==> src/rtl/mem_access_pkg.sv <==
// Shared op codes, FSM encoding and op decode helpers for the MEM-stage access unit.
package mem_access_pkg;

    localparam int unsigned OP_W = 4;

    localparam logic [OP_W-1:0] OP_NONE = 4'd0;
    localparam logic [OP_W-1:0] OP_LB   = 4'd1;
    localparam logic [OP_W-1:0] OP_LBU  = 4'd2;
    localparam logic [OP_W-1:0] OP_LH   = 4'd3;
    localparam logic [OP_W-1:0] OP_LHU  = 4'd4;
    localparam logic [OP_W-1:0] OP_LW   = 4'd5;
    localparam logic [OP_W-1:0] OP_SB   = 4'd6;
    localparam logic [OP_W-1:0] OP_SH   = 4'd7;
    localparam logic [OP_W-1:0] OP_SW   = 4'd8;

    typedef enum logic {
        ST_IDLE   = 1'b0,
        ST_RMW_WR = 1'b1
    } state_e;

    typedef enum logic [1:0] {
        SZ_B = 2'd0,
        SZ_H = 2'd1,
        SZ_W = 2'd2
    } size_e;

    // Codes 9..15 and OP_NONE decode as neither load nor store.
    function automatic logic op_is_load(input logic [OP_W-1:0] op);
        return (op != OP_NONE) && (op >= OP_LB) && (op <= OP_LW);
    endfunction

    function automatic logic op_is_store(input logic [OP_W-1:0] op);
        return (op >= OP_SB) && (op <= OP_SW);
    endfunction

    // Access size; non-memory ops report word size, which is harmless.
    function automatic size_e op_size(input logic [OP_W-1:0] op);
        case (op)
            OP_LB, OP_LBU, OP_SB: return SZ_B;
            OP_LH, OP_LHU, OP_SH: return SZ_H;
            default:              return SZ_W;
        endcase
    endfunction

    function automatic logic op_is_signed(input logic [OP_W-1:0] op);
        return (op == OP_LB) || (op == OP_LH);
    endfunction

endpackage

==> src/rtl/mem_lane_align.sv <==
// Byte/halfword lane extraction for loads and lane merge for sub-word stores.
module mem_lane_align
    import mem_access_pkg::*;
(
    input  logic [31:0]     word_i,
    input  logic [1:0]      addr_lo_i,
    input  logic [OP_W-1:0] op_i,
    input  logic [31:0]     wdata_i,
    output logic [31:0]     load_val_o,
    output logic [31:0]     merge_word_o
);

    logic [7:0]  ld_byte;
    logic [15:0] ld_half;
    size_e       size;
    logic        sext;

    // Extract the addressed lane and extend it; build the merged store word.
    always_comb begin
        size         = op_size(op_i);
        sext         = op_is_signed(op_i);
        ld_byte      = word_i[{addr_lo_i, 3'b000} +: 8];
        ld_half      = addr_lo_i[1] ? word_i[31:16] : word_i[15:0];
        load_val_o   = word_i;
        merge_word_o = word_i;
        case (size)
            SZ_B: begin
                load_val_o = sext ? {{24{ld_byte[7]}}, ld_byte} : {24'h0, ld_byte};
                merge_word_o[{addr_lo_i, 3'b000} +: 8] = wdata_i[7:0];
            end
            SZ_H: begin
                load_val_o = sext ? {{16{ld_half[15]}}, ld_half} : {16'h0, ld_half};
                if (addr_lo_i[1]) begin
                    merge_word_o[31:16] = wdata_i[15:0];
                end else begin
                    merge_word_o[15:0] = wdata_i[15:0];
                end
            end
            default: begin
                load_val_o   = word_i;
                merge_word_o = wdata_i;
            end
        endcase
    end

endmodule

==> src/rtl/mem_access_unit.sv <==
// MEM-stage initiator: word memory access, sub-word load extension, RMW sub-word stores.
module mem_access_unit
    import mem_access_pkg::*;
#(
    parameter int unsigned ADDR_W = 9,
    parameter int unsigned DATA_W = 32
) (
    input  logic              clk,
    input  logic              reset,
    input  logic [3:0]        req_op,
    input  logic [31:0]       req_addr,
    input  logic [DATA_W-1:0] req_wdata,
    output logic              stall,
    output logic [DATA_W-1:0] rdata,
    output logic              rdata_valid,
    output logic              misalign,
    output logic [ADDR_W-1:0] mem_addr,
    output logic [DATA_W-1:0] mem_din,
    output logic              mem_wen,
    input  logic [DATA_W-1:0] mem_dout
);

    state_e            state_q, state_d;
    logic [DATA_W-1:0] rdata_q;
    logic              rdata_valid_q;
    logic              misalign_q;
    logic [DATA_W-1:0] merge_q;

    logic              ld_c, st_c, aligned_c, misalign_c, sub_st_c, word_st_c;
    size_e             size_c;
    logic [31:0]       load_val, merge_word;
    logic              unused_addr_hi;

    assign unused_addr_hi = ^req_addr[31:ADDR_W+2];
    assign mem_addr       = req_addr[ADDR_W+1:2];

    mem_lane_align u_lane (
        .word_i       (mem_dout),
        .addr_lo_i    (req_addr[1:0]),
        .op_i         (req_op),
        .wdata_i      (req_wdata),
        .load_val_o   (load_val),
        .merge_word_o (merge_word)
    );

    // Request decode and alignment check.
    always_comb begin
        ld_c   = op_is_load(req_op);
        st_c   = op_is_store(req_op);
        size_c = op_size(req_op);
        case (size_c)
            SZ_B:    aligned_c = 1'b1;
            SZ_H:    aligned_c = ~req_addr[0];
            default: aligned_c = (req_addr[1:0] == 2'b00);
        endcase
        misalign_c = (ld_c | st_c) & ~aligned_c;
        sub_st_c   = st_c & aligned_c & (size_c != SZ_W);
        word_st_c  = st_c & aligned_c & (size_c == SZ_W);
    end

    // Next state plus the combinational memory-side and stall outputs.
    always_comb begin
        state_d = state_q;
        stall   = 1'b0;
        mem_wen = 1'b0;
        mem_din = req_wdata;
        if (state_q == ST_RMW_WR) begin
            state_d = ST_IDLE;
            mem_din = merge_q;
            mem_wen = ~reset;
        end else begin
            stall   = sub_st_c & ~reset;
            mem_wen = word_st_c & ~reset;
            if (sub_st_c) begin
                state_d = ST_RMW_WR;
            end
        end
    end

    // State, load result, misalign pulse and merge word registers.
    always_ff @(posedge clk) begin
        if (reset) begin
            state_q       <= ST_IDLE;
            rdata_q       <= '0;
            rdata_valid_q <= 1'b0;
            misalign_q    <= 1'b0;
            merge_q       <= '0;
        end else begin
            state_q       <= state_d;
            rdata_valid_q <= 1'b0;
            misalign_q    <= 1'b0;
            if (state_q == ST_IDLE) begin
                misalign_q <= misalign_c;
                if (ld_c && aligned_c) begin
                    rdata_q       <= load_val;
                    rdata_valid_q <= 1'b1;
                end
                if (sub_st_c) begin
                    merge_q <= merge_word;
                end
            end
        end
    end

    assign rdata       = rdata_q;
    assign rdata_valid = rdata_valid_q;
    assign misalign    = misalign_q;

endmodule

==> config.mk <==
export PLATFORM = sky130hd
export DESIGN_NAME = mem_access_unit
export DESIGN_NICKNAME = d
export VERILOG_FILES = /design/src/rtl/mem_access_pkg.sv /design/src/rtl/mem_lane_align.sv /design/src/rtl/mem_access_unit.sv
export SDC_FILE = /design/constraint.sdc
export NUM_CORES = 1
export LEC_CHECK = 0
export CORE_ASPECT_RATIO = 0.9
export CORE_UTILIZATION = 46
export CTS_CLUSTER_SIZE = 40
export DETAILED_ROUTE_END_ITERATION = 7
export PLACE_DENSITY_LB_ADDON = 0.2
export SYNTH_ARGS = -nofsm -noshare
export SYNTH_HDL_FRONTEND = slang
export SYNTH_SLANG_ARGS = --single-unit
==> constraint.sdc <==
create_clock -name clk -period 3.95 [get_ports clk]
set_input_delay 0.5925 -clock clk [delete_from_list [all_inputs] [get_ports clk]]
set_output_delay 0.5925 -clock clk [all_outputs]
set_load 0.02 [all_outputs]
==> impl_metrics.csv, run 1 <==
group,metric,value,unit
run_status,status,"finished, final reports clean",
detailed_routing,dr_total_vias,4416,
power_and_ir_drop,power_switching_share,0.3046,
timing,final.period_utilization,0.8214,
detailed_routing,avgRoutedWirePerCell,20.36,um
cells_and_area,drive_gt1_frac,0.1594,
critical_path,required,3.36,ns
timing,relSlewSlack,0.4740,
cells_and_area,regArea,1341,sq um
floorplanning,initial_core_util,0.4775,
clocking,cts-root-buf,"clkbuf_8",
detailed_routing,finalWirelength,14.17,mm
power_and_ir_drop,p_int,1321,uW
timing,period_needed,3.245,ns
detailed_routing,dr.pass1.iters,5,
synthesis,syn_avg_cell_area,9.053,sq um
cells_and_area,syn_to_final_growth,39.76,%
critical_path,crit_chain,"clkdlybuf4s50_1 -> and2_1 -> o211ai_2 -> o211ai_1 -> nor2_1 -> clkdlybuf4s50_1",
hold_path,hold_depth,2,
place,post-place-ws,0.7009,ns
hold_path,hold_class,"flip-flop to flip-flop",
synthesis,synth_edf_count,0,
global_route,antenna_found_initial,0,
floorplanning,fp.dieW,101.6,um
global_route,grt_pass1_vias,4212,
power_and_ir_drop,p_leak,0.002043,uW
timing,final_hold_viol_count,0,
global_route,grt_max_degree,67,
place,hpwl,10.25,mm
cells_and_area,nets,679,
power_and_ir_drop,power_frac_comb,0.278,
detailed_routing,routed_via_density,6.345,
synthesis,ys_seq_elements,67,
detailed_routing,drt_iter0_drc,326,
critical_path,r2r-start,"state_q",
critical_path,r2r_end,"rdata[2]",
synthesis,yosysWarnings,0,
power_and_ir_drop,ir_drop,0.0001785,V
synthesis,synthFlopType,"dfxtp_1",
critical_path,regToRegSetupSlack,1.41,ns
timing,clock_skew,0.005009,ns
cells_and_area,n_fill_cell,734,
floorplanning,dieArea,9318,sq um
hold_path,worstHoldStart,"rdata[23]",
critical_path,critPathMaxFanout,11,
clocking,hold_buffers,0,
synthesis,synthCells,454,
clocking,cts_buffer_depth,2,
critical_path,crit_path_start_kind,"input port",
power_and_ir_drop,p_clk_frac,0.335,
critical_path,crit_type,"input port to output port",
clocking,cts_resized,0,
synthesis,synth_area,4110,sq um
power_and_ir_drop,p_sw,578.4,uW
place,place.gp.congestion,0.9492,
power_and_ir_drop,power_density,330.6,nW/um^2
timing,slew_violations,0,
global_route,grtUsageTotal,0.3093,
synthesis,synthArstFlopShare,0,
timing,tightest_slew,0.7890,ns
critical_path,slowest_delay,0.61,ns
global_route,grt_pass1_wl,22.02,mm
timing,finalSetupTns,0,ns
detailed_routing,antenna_left,0,
synthesis,ys_seq_area_frac,0.3263,
clocking,clk_pin_slew,0.07,ns
clocking,post-cts-setup-buffers,0,
floorplanning,die_h,91.68,um
critical_path,critPathSlowestCell,"clkdlybuf4s50_1",
timing,grt_setup_unrepaired,"no",
clocking,h-tree-depth,3,
clocking,cts_tree,"done",
hold_path,whs_endpoint,"rdata[23]",
clocking,clock-sinks,67,
synthesis,postSynthNetCount,561,
place,io_buffers,139,
floorplanning,core_area,8608,sq um
job,maxCapViolCount,0,
cells_and_area,n_antenna_cell,0,
critical_path,cp.arrival,2.65,ns
floorplanning,ioPinCount,179,
critical_path,cpMostUsedCell,"clkdlybuf4s50_1",
timing,setup_viol,0,
synthesis,ys_types,50,
critical_path,end_kind,"output port",
global_route,grt_overflow,0,
timing,timing.final.ws_setup,0.7053,ns
detailed_routing,drc,0,
power_and_ir_drop,power_frac_seq,0.387,
critical_path,reg2reg_depth,6,
floorplanning,fp-row-count,32,
clocking,cts_made_buffers,9,
cells_and_area,multi_input_area,2400,sq um
clocking,clock_latency,0.34,ns
timing,fmax,0.3082,GHz
[cells in the mapped netlist (4+ instances only)]
| cell type | n | area share |
|---|---|---|
| dfxtp_1 | 67 | 0.33 |
| a221oi_1 | 48 | 0.10 |
| nor2_1 | 40 | 0.037 |
| inv_1 | 39 | 0.036 |
| mux2_2 | 34 | 0.093 |
| nand2_1 | 28 | 0.026 |
| clkbuf_1 | 22 | 0.020 |
| a21oi_1 | 18 | 0.022 |
| nor3_1 | 18 | 0.022 |
| a211oi_1 | 16 | 0.029 |
| buf_2 | 14 | 0.017 |
| a221oi_2 | 10 | 0.037 |
| a222oi_1 | 9 | 0.022 |
| buf_4 | 9 | 0.016 |
| mux4_2 | 8 | 0.044 |
| o21ai_0 | 8 | 0.0097 |
| and3_1 | 7 | 0.011 |
| ha_1 | 5 | 0.015 |
| a31oi_1 | 4 | 0.0061 |
| a32oi_1 | 4 | 0.0085 |
| mux2i_1 | 4 | 0.0097 |
[worst max path at each step]
stage / start / to / cells after the start
after detailed placement: req_op[1] / stall / 6
after global placement: req_op[1] / stall / 6
after floorplan: req_addr[0] / stall / 6
after global routing: req_op[1] / stall / 6
after CTS: req_op[1] / stall / 6
final: req_op[1] / stall / 6
[critical path: cells and delay by family]
family                 cells  cell delay, ns
AOI/OAI and AO/OA          2            0.44
buffers and inverters      2            1.21
and+or+nand+nor            2            0.41
[layout make-up]
type,instances,area share
clock inverters,6,0.01547
inverters,39,0.02548
flip-flops and latches,67,0.2335
clock buffers,10,0.02222
repair buffers,153,0.2596
well taps,119,0.02592
multi-input cells,302,0.4178
[stage by stage]
step	cells	area [sq um]	hold slack (ns)	utilization	total power [uW]
global route	696	5744	0.4858	0.6673	1968
floorplan	454	4110	0.4651	-	1037
detailed placement	680	5528	0.4531	0.6422	1270
finish	696	5744	0.4647	0.6673	1899
CTS	696	5744	0.4662	0.6673	1897
global placement	680	5528	0.4496	0.6422	1263
[per-layer routing]
| layer | wire, um | GRT usage | vias up |
|---|---|---|---|
| met1 | 5706 | 0.4121 | 2092 |
| met2 | 6329 | 0.4713 | 304 |
| met3 | 1620 | 0.06631 | 54 |
| met4 | 515 | 0.1510 | 0 |
| met5 | 0 | 0 | - |
| li1 | - | - | 1966 |
[sequential cells by signal, summed over array words and instances (netlist names)]
register and flops:
rdata_valid 1, misalign 1, merge_q 32, state_q 1
rdata 32
[power groups by stage]
stage | clock (uW) | combinational, uW | sequential, uW
final | 637 | 527 | 735
after global routing | 668 | 560 | 739
after CTS | 640 | 523 | 735
after detailed placement | 0 | 519 | 750
after global placement | 0 | 514 | 749
after floorplan | 0 | 258 | 778
[cell families (layout without fill, tap and decap cells)]
kind of cell,after synthesis,count (layout),synth area share
mux,46,46,0.1467
buf+inv,85,208,0.09193
compound gates,139,139,0.2883
simple gates,111,111,0.1294
flops,67,67,0.3263
xor+xnor,1,1,0.002131
fa+ha+maj,5,5,0.01522
[layout by cell type (no fill, tap or decap), types with 10 or more instances in the layout]
cell / Yosys / routed
clkdlybuf4s50_1: 0 / 138
dfxtp_1: 67 / 67
a221oi_1: 48 / 48
nor2_1: 40 / 40
inv_1: 39 / 39
mux2_2: 34 / 34
nand2_1: 28 / 28
nor3_1: 18 / 18
a21oi_1: 18 / 18
a211oi_1: 16 / 16
buf_4: 9 / 14
a221oi_2: 10 / 10
No activity file was read; power rests on OpenSTA's default activity.
==> run 2: changes to the inputs <==
--- a/config.mk
+++ b/config.mk
@@ -6,7 +6,7 @@
 export NUM_CORES = 1
 export LEC_CHECK = 0
 export CORE_ASPECT_RATIO = 0.9
-export CORE_UTILIZATION = 46
+export CORE_UTILIZATION = 43
 export CTS_CLUSTER_SIZE = 40
 export DETAILED_ROUTE_END_ITERATION = 7
 export PLACE_DENSITY_LB_ADDON = 0.2
==> constraint.sdc (replaced) <==
create_clock -name clk -period 3.2 [get_ports clk]
set_input_delay 0.48 -clock clk [delete_from_list [all_inputs] [get_ports clk]]
set_output_delay 0.48 -clock clk [all_outputs]
set_load 0.02 [all_outputs]
==> impl_metrics.csv, run 2 (synthesized netlist as in run 1, its figures left out) <==
group,metric,value,unit
cells_and_area,drive_gt1_frac,0.1810,
cells_and_area,regArea,1341,sq um
timing,relSlewSlack,0.4972,
critical_path,reg2reg_depth,5,
place,place.gp.congestion,0.8956,
power_and_ir_drop,p_total,2373,uW
critical_path,slowest_delay,0.65,ns
hold_path,worstHoldStart,"rdata[25]",
critical_path,critPathMaxFanout,11,
critical_path,crit_path_start_kind,"input port",
critical_path,critPathSlowestCell,"clkdlybuf4s50_1",
global_route,grtUsageTotal,0.3026,
detailed_routing,dr_total_vias,4362,
cells_and_area,nets,693,
run_status,status,"finished with violations",
cells_and_area,multi_input_area,2400,sq um
global_route,antenna_found_initial,0,
detailed_routing,wl_met2,6.476,mm
critical_path,required,2.72,ns
timing,final.period_utilization,0.9194,
timing,tightest_slew,0.7542,ns
power_and_ir_drop,power_density,404.8,nW/um^2
cells_and_area,n_antenna_cell,0,
critical_path,r2r_end,"rdata[8]",
job,maxCapViolCount,0,
detailed_routing,antenna_left,0,
place,post-place-ws,0.1141,ns
critical_path,end_kind,"output port",
run_status,violations,"DRC",
floorplanning,dieArea,9954,sq um
hold_path,hold_depth,2,
floorplanning,die_h,94.75,um
global_route,grt_pass1_wl,22.83,mm
timing,period_needed,2.942,ns
hold_path,whs_endpoint,"rdata[25]",
global_route,grt_max_degree,68,
clocking,cts_tree,"done",
clocking,h-tree-depth,3,
detailed_routing,met3_length,1.342,mm
critical_path,cpMostUsedCell,"clkdlybuf4s50_1",
timing,grt_setup_unrepaired,"no",
floorplanning,ioPinCount,179,
clocking,cts_made_buffers,9,
clocking,clock_latency,0.34,ns
cells_and_area,final_util,0.6366,
critical_path,crit_family,"buffers and inverters",
critical_path,worst-path-buf-inv,2,
clocking,clk_pin_slew,0.08,ns
detailed_routing,topRoutingLayerUsed,"met4",
timing,clock_skew,0.004041,ns
floorplanning,initial_core_util,0.4464,
critical_path,regToRegSetupSlack,0.89,ns
timing,final_hold_viol_count,0,
hold_path,hold_class,"flip-flop to flip-flop",
detailed_routing,drt_iter0_drc,280,
detailed_routing,dr.pass1.iters,8,
detailed_routing,drc,3,
detailed_routing,avgRoutedWirePerCell,20.38,um
clocking,cts_resized,0,
detailed_routing,met1Wirelength,6.311,mm
critical_path,crit_type,"input port to output port",
power_and_ir_drop,p_leak,0.002119,uW
place,io_buffers,139,
timing,fmax,0.3399,GHz
detailed_routing,finalWirelength,14.53,mm
floorplanning,fp-row-count,33,
timing,timing.final.ws_setup,0.2580,ns
timing,finalSetupTns,0,ns
clocking,clock-sinks,67,
floorplanning,fp.dieW,105.1,um
global_route,grt_overflow,0,
clocking,hold_buffers,0,
clocking,cts-root-buf,"clkbuf_8",
timing,setup_viol,0,
critical_path,crit_chain,"clkdlybuf4s50_1 -> nand2b_1 -> a31oi_1 -> o211ai_1 -> nor2_1 -> clkdlybuf4s50_1",
cells_and_area,final_cell_mix,"138 x clkdlybuf4s50_1, 67 x dfxtp_1, 48 x a221oi_1",
global_route,grt_pass1_vias,4167,
place,hpwl,11.01,mm
power_and_ir_drop,ir_drop,0.0002377,V
critical_path,cp.arrival,2.46,ns
cells_and_area,syn_to_final_growth,42.62,%
detailed_routing,routed_via_density,6.118,
clocking,post-cts-setup-buffers,0,
cells_and_area,final_common_cell,"clkdlybuf4s50_1",
timing,slew_violations,0,
clocking,cts_buffer_depth,2,
critical_path,r2r-start,"state_q",
cells_and_area,n_fill_cell,779,
floorplanning,core_area,9208,sq um
run 2: cell types whose count changed in the layout (fill, tap and decap cells not counted), sizes merged:
cell / delta
buf: +14
clkbuf: -1
clkinv: +2
clkinvlp: -1
run 2: how the worst max path moves through the flow:
stage                 from          to  slack, ns  depth (start not counted)
2_1_floorplan  req_addr[0]  merge_q[0]       0.77                          7
3_3_place_gp     req_op[1]   rdata[11]       0.16                          6
3_5_place_dp     req_op[1]    rdata[8]       0.11                          6
4_1_cts          req_op[0]       stall       0.23                          6
5_1_grt          req_op[0]       stall       0.13                          6
6_report         req_op[0]       stall       0.26                          6
run 2: report_power, final:
group	switching [uW]	internal [uW]
combinational	348	320
clock	354	445
sequential	24.1	882
run 2: area by class of cell:
cell class / count / share of cell area
Timing Repair Buffer: 167 / 0.2724
Inverter: 39 / 0.02497
Clock buffer: 9 / 0.02113
Sequential cell: 67 / 0.2288
Multi-Input combinational cell: 302 / 0.4094
Clock inverter: 7 / 0.01729
Tap cell: 122 / 0.02604
run 2: per-layer routing:
metal  vias up  track usage
met3        39      0.06625
met1      2064       0.4058
met5         -            0
li1       1995            -
met4         0       0.1209
met2       264       0.4757
run 2: through the flow:
stage          hold slack (ns)  instances  cell area, sq um
2_1_floorplan           0.4651        454              4110
3_3_place_gp            0.4522        697              5637
3_5_place_dp            0.4550        697              5637
4_1_cts                 0.4679        713              5862
5_1_grt                 0.4855        713              5862
6_report                0.4660        713              5862
run 2: worst reg2reg max path: stages, from the launching register on:
cell and delay (ns):
dfxtp_1 0.32, buf_4 0.22, nor4b_1 0.54, o211ai_4 0.29
a21oi_1 0.62, a221oi_1 0.18
==> run 3: changes to the inputs <==
--- a/config.mk
+++ b/config.mk
@@ -5,6 +5,7 @@
 export SDC_FILE = /design/constraint.sdc
 export NUM_CORES = 1
 export LEC_CHECK = 0
+export CAP_MARGIN = 40
 export CORE_ASPECT_RATIO = 0.9
 export CORE_UTILIZATION = 43
 export CTS_CLUSTER_SIZE = 40
==> results of run 3 <==
The final DEF is identical to that of run 2; final timing and power are the same.
